`src/rtl/fb_arb_pkg.sv`:
```
// Shared types and width helpers for the frame-buffer arbiter.
// Supplies fallback pixel/address widths when the image macros are not set.
`ifndef ImageAddrWidth
`define ImageAddrWidth 16
`endif
`ifndef ImageBitDepth
`define ImageBitDepth 8
`endif

package fb_arb_pkg;

    typedef enum logic [1:0] {
        IDLE     = 2'd0,
        GRANT_WR = 2'd1,
        GRANT_RD = 2'd2
    } arb_state_e;

    // Index width for a requester vector; never narrower than one bit.
    function automatic int idx_width(input int n);
        return (n <= 2) ? 1 : $clog2(n);
    endfunction

    // Beat counter only needs to reach MAX_BURST-1 before the burst is closed.
    function automatic int cnt_width(input int max_burst);
        return $clog2(max_burst);
    endfunction

endpackage

```
`src/rtl/frame_buffer_arbiter_rr_pick.sv`:
```
// Combinational round-robin picker: first requester at or after ptr, wrapping.
module rr_pick
    import fb_arb_pkg::*;
#(
    parameter int N     = 2,
    parameter int IDX_W = idx_width(N)
) (
    input  logic [N-1:0]     req,
    input  logic [IDX_W-1:0] ptr,
    output logic [N-1:0]     gnt,
    output logic [IDX_W-1:0] idx
);

    always_comb begin : pick
        logic             found;
        logic [IDX_W-1:0] cand;
        // NOTE: every combinational output gets a default first so no latch is inferred.
        gnt   = '0;
        idx   = '0;
        found = 1'b0;
        cand  = '0;
        for (int k = 0; k < N; k++) begin
            cand = IDX_W'((int'(ptr) + k) % N);
            if (!found && req[cand]) begin
                gnt[cand] = 1'b1;
                idx       = cand;
                found     = 1'b1;
            end
        end
    end

endmodule

```
`src/rtl/frame_buffer_arbiter.sv`:
```
// Burst arbiter for the single-port frame buffer: one priority writer, NUM_RD round-robin readers.
// Optional ARB_STARVE_GUARD_EN: after 3 writer grants under reader pressure, readers win once.
module frame_buffer_arbiter
    import fb_arb_pkg::*;
#(
    parameter int ADDR_W    = `ImageAddrWidth,
    parameter int DATA_W    = `ImageBitDepth,
    parameter int NUM_RD    = 2,
    parameter int MAX_BURST = 16
) (
    input  logic                          clock,
    input  logic                          reset_bar,
    input  logic                          wr_req,
    input  logic [ADDR_W-1:0]             wr_addr,
    input  logic [DATA_W-1:0]             wr_data,
    input  logic                          wr_last,
    output logic                          wr_ack,
    input  logic [NUM_RD-1:0]             rd_req,
    input  logic [NUM_RD*ADDR_W-1:0]      rd_addr,
    input  logic [NUM_RD-1:0]             rd_last,
    output logic [NUM_RD-1:0]             rd_ack,
    output logic                          rd_valid,
    output logic [idx_width(NUM_RD)-1:0]  rd_id,
    output logic [DATA_W-1:0]             rd_data,
    output logic                          mem_en,
    output logic                          mem_we,
    output logic [ADDR_W-1:0]             mem_addr,
    output logic [DATA_W-1:0]             mem_wdata,
    input  logic [DATA_W-1:0]             mem_rdata,
    output logic                          busy
);

    localparam int RD_ID_W = idx_width(NUM_RD);
    localparam int CNT_W   = cnt_width(MAX_BURST);

    arb_state_e         state_q, state_d;
    logic [RD_ID_W-1:0] owner_q, owner_d;
    logic [RD_ID_W-1:0] rr_ptr_q, rr_ptr_d;
    logic [RD_ID_W-1:0] rd_id_q, rd_id_d;
    logic [CNT_W-1:0]   beat_cnt_q, beat_cnt_d;
    logic               rd_valid_q, rd_valid_d;

    logic [NUM_RD-1:0]  pick_gnt;
    logic [RD_ID_W-1:0] pick_idx;
    logic               rd_any;
    logic               wr_blocked;
    logic               take_wr;
    logic               wr_beat;
    logic               rd_beat;
    logic               beat;
    logic               cur_last;
    logic               burst_end;

    rr_pick #(
        .N     (NUM_RD),
        .IDX_W (RD_ID_W)
    ) u_rr_pick (
        .req (rd_req),
        .ptr (rr_ptr_q),
        .gnt (pick_gnt),
        .idx (pick_idx)
    );

    assign rd_any    = |pick_gnt;
    assign wr_beat   = (state_q == GRANT_WR) && wr_req;
    assign rd_beat   = (state_q == GRANT_RD) && rd_req[owner_q];
    assign beat      = wr_beat || rd_beat;
    assign cur_last  = (state_q == GRANT_WR) ? wr_last : rd_last[owner_q];
    assign burst_end = beat && (cur_last || (beat_cnt_q == CNT_W'(MAX_BURST - 1)));

`ifdef ARB_STARVE_GUARD_EN
    logic [1:0] starve_q, starve_d;
    assign wr_blocked = (starve_q == 2'd3) && rd_any;
`else
    assign wr_blocked = 1'b0;
`endif

    assign take_wr = wr_req && !wr_blocked;

    // State register plus burst bookkeeping flops.
    always_ff @(posedge clock or negedge reset_bar) begin
        if (!reset_bar) begin
            // NOTE: sequential state uses non-blocking assignments only.
            state_q    <= IDLE;
            owner_q    <= '0;
            rr_ptr_q   <= '0;
            rd_id_q    <= '0;
            beat_cnt_q <= '0;
            rd_valid_q <= 1'b0;
`ifdef ARB_STARVE_GUARD_EN
            starve_q   <= 2'd0;
`endif
        end else begin
            state_q    <= state_d;
            owner_q    <= owner_d;
            rr_ptr_q   <= rr_ptr_d;
            rd_id_q    <= rd_id_d;
            beat_cnt_q <= beat_cnt_d;
            rd_valid_q <= rd_valid_d;
`ifdef ARB_STARVE_GUARD_EN
            starve_q   <= starve_d;
`endif
        end
    end

    always_comb begin
        state_d = state_q;
        unique case (state_q)
            IDLE: begin
                if (take_wr)     state_d = GRANT_WR;
                else if (rd_any) state_d = GRANT_RD;
            end
            GRANT_WR, GRANT_RD: begin
                if (burst_end) state_d = IDLE;
            end
            default: state_d = IDLE;
        endcase
    end

    always_comb begin
        owner_d    = owner_q;
        rr_ptr_d   = rr_ptr_q;
        beat_cnt_d = beat_cnt_q;
        rd_valid_d = rd_beat;
        rd_id_d    = rd_beat ? owner_q : '0;
        if ((state_q == IDLE) && !take_wr && rd_any) owner_d = pick_idx;
        if (burst_end) begin
            beat_cnt_d = '0;
            if (state_q == GRANT_RD)
                rr_ptr_d = (owner_q == RD_ID_W'(NUM_RD - 1)) ? '0 : owner_q + 1'b1;
        end else if (beat) begin
            beat_cnt_d = beat_cnt_q + 1'b1;
        end
    end

`ifdef ARB_STARVE_GUARD_EN
    // Saturating count of writer grants taken while a reader was waiting.
    always_comb begin
        starve_d = starve_q;
        if (state_q == IDLE) begin
            if (take_wr)     starve_d = !rd_any ? 2'd0 : (starve_q == 2'd3) ? 2'd3 : starve_q + 2'd1;
            else if (rd_any) starve_d = 2'd0;
        end
    end
`endif

    always_comb begin
        wr_ack    = wr_beat;
        rd_ack    = '0;
        if (rd_beat) rd_ack[owner_q] = 1'b1;
        mem_en    = beat;
        mem_we    = wr_beat;
        mem_addr  = wr_beat ? wr_addr : rd_beat ? rd_addr[owner_q*ADDR_W +: ADDR_W] : '0;
        mem_wdata = wr_beat ? wr_data : '0;
        busy      = (state_q != IDLE);
        rd_valid  = rd_valid_q;
        rd_id     = rd_id_q;
        rd_data   = rd_valid_q ? mem_rdata : '0;
    end

endmodule
```
`config.mk`:
```
export PLATFORM = sky130hd
export DESIGN_NAME = frame_buffer_arbiter
export DESIGN_NICKNAME = d
export VERILOG_FILES = /design/src/rtl/fb_arb_pkg.sv /design/src/rtl/frame_buffer_arbiter_rr_pick.sv /design/src/rtl/frame_buffer_arbiter.sv
export SDC_FILE = /design/constraint.sdc
export NUM_CORES = 1
export LEC_CHECK = 0
export CORE_MARGIN = 1.5
export CORE_UTILIZATION = 32
export CTS_CLUSTER_SIZE = 8
export DETAILED_ROUTE_END_ITERATION = 10
export PLACE_DENSITY = 0.87
export SYNTH_ARGS = -nofsm -noshare
export SYNTH_HDL_FRONTEND = slang
export SYNTH_HIERARCHICAL = 1
export SYNTH_SLANG_ARGS = --single-unit
```
`constraint.sdc`:
```
create_clock -name clock -period 2.9 [get_ports clock]
set_input_delay 0.58 -clock clock [delete_from_list [all_inputs] [get_ports clock]]
set_output_delay 0.58 -clock clock [all_outputs]
set_load 0.01 [all_outputs]
```
==> metrics, run 1 <==
Antenna Violating Nets Remaining 0; Area growth, synth to finish 114%; clock slew at reported path FFs 70 ps; DP Wirelength between 3 and 4 mm; nets 326; Switch Pwr 0.000578 W; Netlist cell types 37; combinational fraction of design power 0.738; final worst setup slack 42.9 ps; clock root buffer clkbuf_4; Pre-antenna DRT Iters 4; H-tree depth 1; DRC viols 0; multi-input logic area between 700 and 800 µm²; Net Sw Frac 0.402; fmax about 350 MHz; worst reg2reg path depth 9; drt wl/cell between 10 and 15 µm; Hold Violations, Final 0; PwrDens roughly 600 nW/µm²; synthesis-stage register bit count 10; min cycle time layout ~2900 ps; port bufs ~110; largest net degree at the start of global routing 19; share of total power in the clock network 0.088; Layout Skew around 3.1 ps; Hold WC Path Type reg -> reg; Worst Path Required 2320 ps; CTS Sinks 10; vias in the first global route ~1,200; Synth Flop Type dfrtp_1; Clock Path Buffers 2; launching element type of the critical path input pin; Area after DPL between 2000 and 2500 µm²; fin crit share 0.985; yosys warns 6; cts bufs inserted 3; Seq pwr share 0.174; share of layout cells above drive strength 1 0.141; Die Span Y approximately 62 µm; hold bufs inserted after CTS 0; Pins Over Slew Limit 0; kind of critical path in -> out; FP Rows 21; routed wire length 4.05 mm; GR Util All Layers 0.189; Starting Density 0.333; Mapped Cells between 100 and 150; EDFF count, synth 0; routability cong. ~0.74; clock latency on the worst-skew pair between 200 and 300 ps; vias per cell ~4.9; CTS tree built; final setup fails 0; Async SR Flop Fraction 1.00; mapped cell area 1110 µm²; die area between 3000 and 4000 µm²; mean area per synthesized cell approximately 8.2 µm²; Filler Cell Count around 280; outcome complete, no violations; vias post-DR around 1,500; crit end category output pin; WHS Path Cells 1; final core utilization 0.713; first-pass GRT wire length ~5.5 mm; sequential-to-total area share from yosys stat 0.225; Static Leak roughly 1.1 nW; Sequential Area about 250 µm²; syn nets roughly 210; initial antenna violation count 0; worst vdd ir roughly 0.34 mV; Slew headroom 0.710; Ports roughly 110; worst path arrival time roughly 2300 ps; die width ~62 µm; Finished Cell Area roughly 2400 µm²; Power Internal roughly 0.00086 W; core area 3340 µm²; total negative slack 0 ps; worst slew pin tran 434 ps; Max-cap violations 0; total global routing overflow 0; crit path max fanout 17; pre-CTS WS ~62 ps; Antenna Cells 0; drt initial violations 50
==> synth_stat cells, types with 3 or more instances <==
library cell,count,share of area
o211ai_1,3,0.020
ha_1,4,0.045
a221oi_1,7,0.055
a21boi_1,3,0.020
buf_4,3,0.020
and3_1,11,0.062
inv_1,5,0.017
nor2_1,35,0.12
and2_1,9,0.051
dfrtp_1,10,0.22
clkbuf_1,3,0.010
a221oi_2,9,0.12
buf_2,3,0.013
==> sequential cells by signal (all words and copies together), names as in the netlist <==
name / flops
beat_cnt_q: 4
owner_q: 1
rd_id: 1
rd_valid: 1
rr_ptr_q: 1
state_q: 2
==> power by group through the flow <==
stage                     clock (W)  sequential [W]  combinational, W
after global placement            0        0.000250           0.00102
final                      0.000126        0.000250           0.00106
after global routing       0.000138        0.000260           0.00116
after CTS                  0.000129        0.000253           0.00105
after floorplan                   0        0.000238          0.000562
after detailed placement          0        0.000255           0.00105
==> through the flow <==
stage	power [W]	instances	hold slack (ps)
finish	0.00144	295	505
CTS	0.00143	294	505
detailed placement	0.00130	290	496
floorplan	0.000799	135	284
global placement	0.00127	290	494
global route	0.00156	295	542
==> layout make-up <==
| type | count | share of cell area |
|---|---|---|
| Clock buffer | 4 | 0.0152 |
| Inverter | 7 | 0.0110 |
| Tap cell | 46 | 0.0242 |
| Sequential cell | 10 | 0.105 |
| Timing Repair Buffer | 120 | 0.514 |
| Multi-Input combinational cell | 108 | 0.330 |
==> what timing repair did <==
item	CTS	global route
resized for setup	0	6
buffers inserted	0	1
endpoints found under the setup margin	0	16
==> worst paths after layout <==
kind,endpoint,startpoint,slack (ps)
setup / recovery,mem_addr[1],rd_req[0],40
setup reg to reg,beat_cnt_q[0],state_q[0],1100
hold reg to reg,beat_cnt_q[2],beat_cnt_q[2],500
min in group asynchronous,state_q[0],reset_bar,620
hold / removal,beat_cnt_q[2],beat_cnt_q[2],500
max in group asynchronous,rd_id,reset_bar,1980
==> critical path, cell delays in order <==
cell,delay [ps]
clkdlybuf4s50_1,470
and3b_2,250
buf_12,150
a221oi_1,240
nor2_1,80
clkdlybuf4s50_1,490
==> layout by cell type (no fill, tap or decap), drive strengths merged <==
| cell | instances |
|---|---|
| mux2i | 2 |
| clkbuf | 4 |
| a221oi | 16 |
| buf | 9 |
| o2bb2ai | 1 |
| ha | 4 |
| mux2 | 3 |
| a32oi | 1 |
| o211ai | 3 |
| dfrtp | 10 |
| and3 | 11 |
| nand3 | 2 |
| a21oi | 1 |
| nor2 | 36 |
| a211o | 1 |
| dlymetal6s2s | 3 |
| inv | 7 |
| o21a | 1 |
| and2 | 9 |
| a211oi | 1 |
| a21boi | 4 |
| nand2 | 2 |
| nor2b | 1 |
| clkdlybuf4s50 | 108 |
| a22o | 2 |
| o21ai | 3 |
| a31oi | 2 |
| and3b | 1 |
| nand2b | 1 |
==> logic make-up (layout without fill, tap and decap cells) <==
logic type	count (synthesis)	in the layout	synth area share
compound gates	36	36	0.327
fa+ha+maj	4	4	0.0450
buf+inv	17	131	0.0776
flops	10	10	0.225
mux	5	5	0.0517
simple gates	63	63	0.273
==> metal layers <==
layer  wire length, µm  track usage
met1              1610        0.236
met2              2120        0.329
met3               247       0.0269
met4                72       0.0669
met5                 0            0
(Power assumes the default switching activity.)
==> run 2: changes to the inputs <==
- clock period: 2.9 -> 3.7 ns (I/O delays scaled with it)
==> run 2 against run 1 <==
Effect of this change:
- via count decreased by 3.4%
- first-iteration DRC count increased by 48%
- die area unchanged
- count of clock-buffer cells in the layout unchanged
- sequential power decreased by 22%
- cell count decreased by 2.0%
- critical endpoint is now mem_addr[3]
- largest power group unchanged
==> metrics, run 2 (synthesis gave the netlist of run 1 again) <==
share of total power in the clock network 0.088; origin of the critical flop-to-flop path state_q[1]; Max-cap violations 0; final setup fails 0; Switch Pwr 0.000432 W; Net Sw Frac 0.403; H-tree depth 1; total negative slack 0 ps; vias per cell 4.87; FP Rows 21; DP Wirelength roughly 3 mm; multi-input logic area about 780 µm²; die area ~3800 µm²; Sequential Area 250 µm²; CTS Sinks 10; Antenna Cells 0; kind of critical path in -> out; CTS tree built; vias in the first global route about 1,200; setup slack, reg-to-reg approximately 1600 ps; worst reg2reg path depth 8; min cycle time layout approximately 3300 ps; clock slew at reported path FFs 60 ps; hold bufs inserted after CTS 0; outcome complete, no violations; Filler Cell Count 288; die width around 62 µm; most common cell after layout, fill and taps aside clkdlybuf4s50_1; Min Hold Slack about 520 ps; core area around 3300 µm²; CP most frequent cell clkdlybuf4s50_1; Layout Skew 1.49 ps; drt wl/cell between 10 and 15 µm; Pins Over Slew Limit 0; CP bufs+invs 3; fin crit share 0.898; most frequent cells in the layout clkdlybuf4s50_1, nor2_1, and3_1, dfrtp_1; port bufs 111; DRC viols 0; Clock Path Buffers 2; Ports between 100 and 150; RSZ-0062 raised after global routing no; share of layout cells above drive strength 1 0.107; GR Util All Layers 0.185; Hold WC Path Type reg -> reg; launching element type of the critical path input pin; critical path, cell by cell clkdlybuf4s50_1 -> nand2_2 -> inv_2 -> a221oi_1 -> nor2_1 -> clkdlybuf4s50_1; Slowest cell on crit path clkdlybuf4s50_1; initial antenna violation count 0; delay-heaviest family, CP buffers and inverters; # Post-CTS Setup Buffers 0; Seq pwr share 0.182; clock latency on the worst-skew pair 250 ps; Static Leak about 1 nW; routability cong. 0.790; register bank with the most flops beat_cnt_q; crit path max fanout 20; drt initial violations 74; Power Internal ~0.00064 W; nets 320; total global routing overflow 0; top flop regs beat_cnt_q: 4 flops, state_q: 2 flops; vias post-DR about 1,400; Worst Path Required around 3000 ps; fmax 301 MHz; Area growth, synth to finish 105%; worst path arrival time around 2600 ps; crit end category output pin; Post-CTS Resized 0; routed wire length between 3 and 4 mm; Starting Density 0.333; Hold Violations, Final 0; combinational fraction of design power 0.730; Antenna Violating Nets Remaining 0; WHS Path Cells 1; PwrDens between 400 and 500 nW/µm²; Pre-antenna DRT Iters 4; max incr delay on CP ~630 ps; clock root buffer clkbuf_4; Largest register FFs 4; cts bufs inserted 3; Die Span Y between 60 and 70 µm; Hold Path Sink beat_cnt_q[2]; Hold Startpoint beat_cnt_q[2]; worst vdd ir around 0.34 mV; Power Total between 0.001 and 0.0015 W; largest net degree at the start of global routing 21; worst slew pin tran 464 ps; Slew headroom 0.690; reg2reg end beat_cnt_q[3]; first-pass GRT wire length ~5.4 mm
-- run 2: cell types whose count changed in the layout (fill, tap and decap cells not counted), moves of 3 or more --
cell             delta
clkdlybuf4s50_1     +3
dlymetal6s2s_1      -3
buf_12              -3
buf_4               -3
-- run 2: layer usage --
layer	GRT usage	up-vias	part of all wire
li1	-	710	-
met1	0.262	645	0.43
met2	0.311	51	0.50
met3	0.00621	2	0.060
met4	0.0456	0	0.0071
met5	0	-	0
-- run 2: power groups by stage --
stage                     Sequential [W]   Clock, W  Combinational, W
after detailed placement        0.000196          0          0.000780
after CTS                       0.000196  0.0000973          0.000785
final                           0.000195  0.0000945          0.000782
after global routing            0.000203   0.000102          0.000862
after floorplan                 0.000186          0          0.000440
after global placement          0.000196          0          0.000770
-- run 2: worst max path at each step --
| stage | start | endpoint | slack (ps) | depth (start not counted) |
|---|---|---|---|---|
| final | wr_req | mem_addr[3] | 380 | 6 |
| after global routing | wr_req | mem_addr[0] | 180 | 6 |
| after CTS | wr_req | mem_addr[4] | 360 | 6 |
| after detailed placement | wr_req | mem_addr[1] | 370 | 6 |
| after global placement | wr_req | mem_addr[1] | 390 | 6 |
| after floorplan | rd_req[1] | mem_addr[10] | 1410 | 5 |
-- run 2: worst register-to-register path, cell delays in order (launching register included) --
cell	delay, ps
dfrtp_1	380
inv_1	130
ha_1	450
nand2_2	110
inv_2	360
a21oi_4	100
inv_2	120
o21ai_1	80
a22o_1	230
-- run 2: area by class of cell --
cell class              instances  share of cell area
well taps                      46              0.0252
inverters                       7              0.0115
flip-flops and latches         10               0.110
clock buffers                   4              0.0159
repair buffers                114               0.497
multi-input cells             108               0.340
-- run 2: metrics by stage --
step                       util  cell area, µm²  cells  worst slack (ps)
after floorplan               -            1110    135              1410
after global placement    0.672            2240    285               395
after detailed placement  0.672            2240    285               374
after CTS                 0.683            2280    289               360
after global routing      0.683            2280    289               184
final                     0.683            2280    289               379
==> run 3: changes to the inputs <==
- TNS_END_PERCENT: unset -> 30
==> results of run 3 <==
No change in the layout: final DEF, timing and power equal those of run 2.
==> edit 1: new RTL, config.mk and constraints of run 2 <==
`MAX_BURST`: 16 -> 8.
--- a/src/rtl/frame_buffer_arbiter.sv
+++ b/src/rtl/frame_buffer_arbiter.sv
@@ -6,7 +6,7 @@
     parameter int ADDR_W    = `ImageAddrWidth,
     parameter int DATA_W    = `ImageBitDepth,
     parameter int NUM_RD    = 2,
-    parameter int MAX_BURST = 16
+    parameter int MAX_BURST = 8
 ) (
     input  logic                          clock,
     input  logic                          reset_bar,
Behaviour: not the same (a bounded check fails within 10 cycles, from zero or initial values and one cycle with reset_bar low).
==> edit 1 against run 2 <==
Total power decreased by 9.7%; clock power decreased by 19%; hold slack got worse by 3.4 ps; synthesized cell count decreased by 5.9%; wire length decreased by 9.8%; design area decreased by 4.8%; non-clock buffer count unchanged; first-iteration DRC count decreased by 19%; sequential cell count decreased by 1; synthesized area decreased by 9.3%; setup slack improved by 32 ps; critical path type unchanged.
==> edit 1: results (changes against run 2) <==
| Metric | Value |
|---|---|
| Vias in the first global route | `1,218 (-0.25%)` |
| Met3 usage | `6.99% (+6.4 points)` |
| Yosys cell types | `32 (-14%)` |
| GRT busiest layer | `met2` |
| Via count | `1,374 (-2.4%)` |
| Slew headroom | `73.8% (+4.8 points)` |
| Post-CTS setup buffers | `0 (unchanged)` |
| Maximum VDD drop | `329 uV (-1.9%)` |
| Met2 WL | `1670 um (-12%)` |
| Metal3 WL | `381 um (+66%)` |
| Crit path capture | `mem_addr[6]` |
| Outcome | `complete, no violations` |
| Worst skew pair latency | `around 260 ps` |
| Nets | `313 (-2.2%)` |
| Leakage | `0.921 nW (-6.1%)` |
| Mapped Cells | `127 (-5.9%)` |
| Worst R2R Setup Slack | `1790 ps (+150 ps)` |
| Placed cells | `275 (-3.5%)` |
| Drt via density | `4.92 (+1.1%)` |
| Layout cells sized above 1 | `6.81% (-3.9 points)` |
| Top post-synthesis cells by area | `dfrtp_1 (22%), a221oi_1 (14%), nor2_1 (13%)` |
| Top flop regs | `beat_cnt_q (3), state_q (2)` |
| Worst R2R End | `rr_ptr_q$_DFFE_PN0P_` |
| Final WL | `3440 um (-9.8%)` |
| Sequential element share of the synthesized area | `22.3% (-0.16 points)` |
| Reg2Reg Depth | `7 (-1)` |
| Clk buf depth | `2 (unchanged)` |
| # fillers | `275 (-4.5%)` |
| Place WS | `385 ps (+11.2 ps)` |
| Routed Antenna Nets | `0 (unchanged)` |
| DR iter-0 viols | `60 (-19%)` |
| Post-synthesis compound-gate area fraction | `28.8% (-3.9 points)` |
| Area after DPL | `2140 sq um (-4.4%)` |
| Worst path max stage delay | `610 ps (-20 ps)` |
| Post-synthesis mux area share | `5.21% (+0.037 points)` |
| Syn_nets | `204 (-3.3%)` |
| Met1 usage | `21.5% (-4.7 points)` |
| Post-route DRC | `0 (unchanged)` |
| First-pass GRT wire length | `5230 um (-3.8%)` |
| Post-synth top cells | `nor2_1 (34), a221oi_1 (16), and2_1 (9), and3_1 (9), dfrtp_1 (9)` |
| Placer Congestion | `0.766 (-3.0%)` |
| Post-route design area | `2170 sq um (-4.8%)` |
| Data arrival time of the worst path | `2550 ps (-30 ps)` |
| GR Util met2 | `35.4% (+4.3 points)` |
| GR Util All Layers | `19.4% (+0.87 points)` |
| Clock Skews | `5.59 ps (+4.10 ps)` |
| Post-synthesis adder-cell area fraction | `6.20% (+1.7 points)` |
| Slowest-stage cell, CP | `clkdlybuf4s50_1` |
| DRT met1 WL | `1360 um (-18%)` |
| Crit path time final | `3290 ps (-32.3 ps)` |
| Post-detail-place hpwl | `2800 um (-8.9%)` |
| Antenna fix cells | `0 (unchanged)` |
## edit 1: changes by cell type after synthesis, moves of 2 or more
cell and change:
a31oi_1 -2, nand2_1 +2, a221oi_2 -8, a221oi_1 +9, mux2i_1 -2, and3_1 -2
nand3_1 -2
## edit 1: how the worst min path moves through the flow
stage | startpoint | end | slack (ps) | depth (start not counted)
floorplan | reset_bar | beat_cnt_q[0]$_DFFE_PN0P_ | 440 | 0
global placement | beat_cnt_q[1]$_DFFE_PN0P_ | beat_cnt_q[1]$_DFFE_PN0P_ | 490 | 1
detailed placement | beat_cnt_q[1]$_DFFE_PN0P_ | beat_cnt_q[1]$_DFFE_PN0P_ | 500 | 1
CTS | beat_cnt_q[1]$_DFFE_PN0P_ | beat_cnt_q[1]$_DFFE_PN0P_ | 520 | 1
global route | beat_cnt_q[1]$_DFFE_PN0P_ | beat_cnt_q[1]$_DFFE_PN0P_ | 550 | 1
finish | beat_cnt_q[1]$_DFFE_PN0P_ | beat_cnt_q[1]$_DFFE_PN0P_ | 510 | 1
## edit 1: cell type report
| class | instances | area share, % |
|---|---|---|
| inverter | 6 | 1.04 |
| multi-input combinational | 102 | 32.6 |
| tap | 44 | 2.54 |
| timing repair buffer | 114 | 52.2 |
| clock buffer | 4 | 1.21 |
| sequential | 9 | 10.4 |
## edit 1: where the power goes
group / total, W / switching (W) / leakage (nW) / internal, W
Clock: 0.0000763 / 0.0000347 / 0.0150 / 0.0000416
Combinational: 0.000722 / 0.000313 / 0.788 / 0.000409
Sequential: 0.000170 / 0.0000337 / 0.118 / 0.000136
Total: 0.000968 / 0.000381 / 0.921 / 0.000587
## edit 1: worst max-delay path: cells and delay by family
family | cells | cell delay [ps]
AOI/OAI and AO/OA | 1 | 100
buffers and inverters | 3 | 1450
and+or+nand+nor | 2 | 250
==> edit 2: new RTL, settings of run 2 <==
Without the edit above. Re-encode `arb_state_e` (3 states) as one-hot, 3 bits wide.
--- a/src/rtl/fb_arb_pkg.sv
+++ b/src/rtl/fb_arb_pkg.sv
@@ -9,10 +9,10 @@
 
 package fb_arb_pkg;
 
-    typedef enum logic [1:0] {
-        IDLE     = 2'd0,
-        GRANT_WR = 2'd1,
-        GRANT_RD = 2'd2
+    typedef enum logic [2:0] {
+        IDLE     = 3'b001,
+        GRANT_WR = 3'b010,
+        GRANT_RD = 3'b100
     } arb_state_e;
 
     // Index width for a requester vector; never narrower than one bit.
Function: no difference found for any inputs over 10 cycles, from zero or initial values and one cycle with reset_bar low; not proved beyond that.
==> edit 2 against run 2 <==
Design area is 5.4% lower; sequential share of layout area increased by 1.8 points; global-route usage up 2.4 points; total power decreased by 34%; sequential cell count up 1; maximum frequency down 2.5%; setup slack got worse by 84 ps; wire length increased by 0.47%; die area shrank 8.7%; sequential power grew 9.7%; synthesized area shrank 9.1%; cell count down 6.6%; critical endpoint is now mem_addr[15]; largest cell class unchanged; largest power group unchanged.
==> edit 2: results (changes against run 2) <==
| Metric | Value |
|---|---|
| Worst min path class | `reg2reg` |
| GR Util All Layers | `20.9% (+2.4 points)` |
| Crit Path Max Fanout | `26 (+30%)` |
| Number of CTS-inserted buffers | `3 (unchanged)` |
| Sw power | `0.000250 W (-42%)` |
| Data arrival time of the worst path | `2660 ps (+80 ps)` |
| Largest net degree at the start of global routing | `27 (+29%)` |
| Post-synth top cells | `inv_1 (19), and2_1 (17), a222oi_1 (16)` |
| Area of the multi-input gates | `591 sq um (-24%)` |
| Post-synthesis mux area share | `4.46% (-0.72 points)` |
| Wire per inst | `14.2 um (+7.5%)` |
| Clock Skews | `4.35 ps (+2.86 ps)` |
| Post-synthesis compound-gate area fraction | `27.0% (-5.8 points)` |
| CP delay by family, top | `buffers and inverters` |
| Sequential element share of the synthesized area | `27.4% (+4.9 points)` |
| # fillers | `244 (-15%)` |
| Worst path max stage delay | `490 ps (-140 ps)` |
| Via count | `1,322 (-6.1%)` |
| Top post-synthesis cells by area | `dfrtp_1 (25%), a222oi_1 (16%), and2_1 (11%)` |
| Synth Warn # | `6 (unchanged)` |
| Clk buf depth | `2 (unchanged)` |
| Mapped Cells | `117 (-13%)` |
| Post-Synth XOR/XNOR Area | `0% (unchanged)` |
| Area after DPL | `2130 sq um (-5.0%)` |
| Asr flop ratio synth | `100% (unchanged)` |
| Post-detail-place hpwl | `3180 um (+3.5%)` |
| Top FF cell, synth | `dfrtp_1` |
| Worst skew pair latency | `roughly 260 ps` |
| # resized after CTS | `0 (unchanged)` |
| Placed cells | `266 (-6.7%)` |
| Maximum VDD drop | `406 uV (+21%)` |
| Vias in the first global route | `1,181 (-3.3%)` |
| Clock H-tree levels | `1 (unchanged)` |
| Number of port buffers | `111 (unchanged)` |
| Post-synthesis adder-cell area fraction | `1.24% (-3.3 points)` |
| Syn_nets | `190 (-10%)` |
| Slowest-stage cell, CP | `clkdlybuf4s50_1` |
| Antenna fix cells | `0 (unchanged)` |
| Layout cells sized above 1 | `6.19% (-4.5 points)` |
| Leakage | `0.980 nW (about the same)` |
| Yosys cell types | `36 (-2.7%)` |
| Router iterations before antenna repair | `8 (+4)` |
| Placer Congestion | `0.780 (-1.3%)` |
| First-pass GRT wire length | `5640 um (+3.8%)` |
| Drt via density | `4.90 (+0.50%)` |
| Top flop regs | `beat_cnt_q (4), state_q (3)` |
| Least-Margin Pin Slew | `493 ps (+29.1 ps)` |
| Root Buffer Master | `clkbuf_4` |
| Outcome | `complete, no violations` |
| Nets | `300 (-6.3%)` |
| DR iter-0 viols | `142 (+92%)` |
| Clock transition at path regs | `60 ps (about the same)` |
-- edit 2: cell count changes after synthesis, sizes merged, moves of 3 or more --
cell    change
a221oi     -16
a222oi     +16
and2        +8
and3       -10
ha          -3
inv        +13
nand2       +3
nor2       -31
-- edit 2: cell type report --
type	instances	share of cell area [%]
repair buffers	114	52.6
multi-input cells	77	27.4
flip-flops and latches	11	12.8
inverters	20	3.48
well taps	44	2.55
clock buffers	4	1.22
-- edit 2: cells by family after synthesis --
group / Yosys count
AO/OA/AOI/OAI: 31
buffers and inverters: 29
AND/OR/NAND/NOR: 41
flip-flops: 11
multiplexers: 4
adder cells (fa/ha/maj): 1
-- edit 2: per-layer routing --
layer / up-vias / wire, um / track usage [%]
li1: 647 / - / -
met1: 607 / 1450 / 24.9
met2: 64 / 2010 / 37.4
met3: 4 / 312 / 6.55
met4: 0 / 49 / 2.92
met5: - / 0 / 0
-- edit 2: worst reg2reg max path: stages, from the launching register on --
cell,delay [ps]
dfstp_2,570
or3b_1,410
or3_1,420
mux2_4,310
-- edit 2: power by group through the flow --
stage / sequential [W] / clock [W] / combinational [W]
after floorplan: 0.000192 / 0 / 0.000237
after global placement: 0.000214 / 0 / 0.000413
after detailed placement: 0.000216 / 0 / 0.000419
after CTS: 0.000214 / 0.0000809 / 0.000420
after global routing: 0.000222 / 0.0000895 / 0.000458
final: 0.000214 / 0.0000770 / 0.000419
-- edit 2: worst paths after layout --
kind                                                 from                        end  slack (ps)  cells past startpoint
worst max-delay path                               wr_req               mem_addr[15]         300                      6
worst min-delay path            beat_cnt_q[1]$_DFFE_PN0P_  beat_cnt_q[1]$_DFFE_PN0P_         510                      2
worst max register to register     state_q[0]$_DFFE_PN1P_        owner_q$_DFFE_PN0P_        1880                      3
worst min register to register  beat_cnt_q[1]$_DFFE_PN0P_  beat_cnt_q[1]$_DFFE_PN0P_         510                      2
max in group asynchronous                       reset_bar     state_q[0]$_DFFE_PN1P_        2540                      1
min in group asynchronous                       reset_bar        owner_q$_DFFE_PN0P_         810                      1
-- edit 2: stage by stage --
stage               total power (W)  worst slack [ps]
finish                     0.000710               295
global route               0.000769               207
CTS                        0.000715               280
detailed placement         0.000634               283
global placement           0.000626               364
floorplan                  0.000429              1280
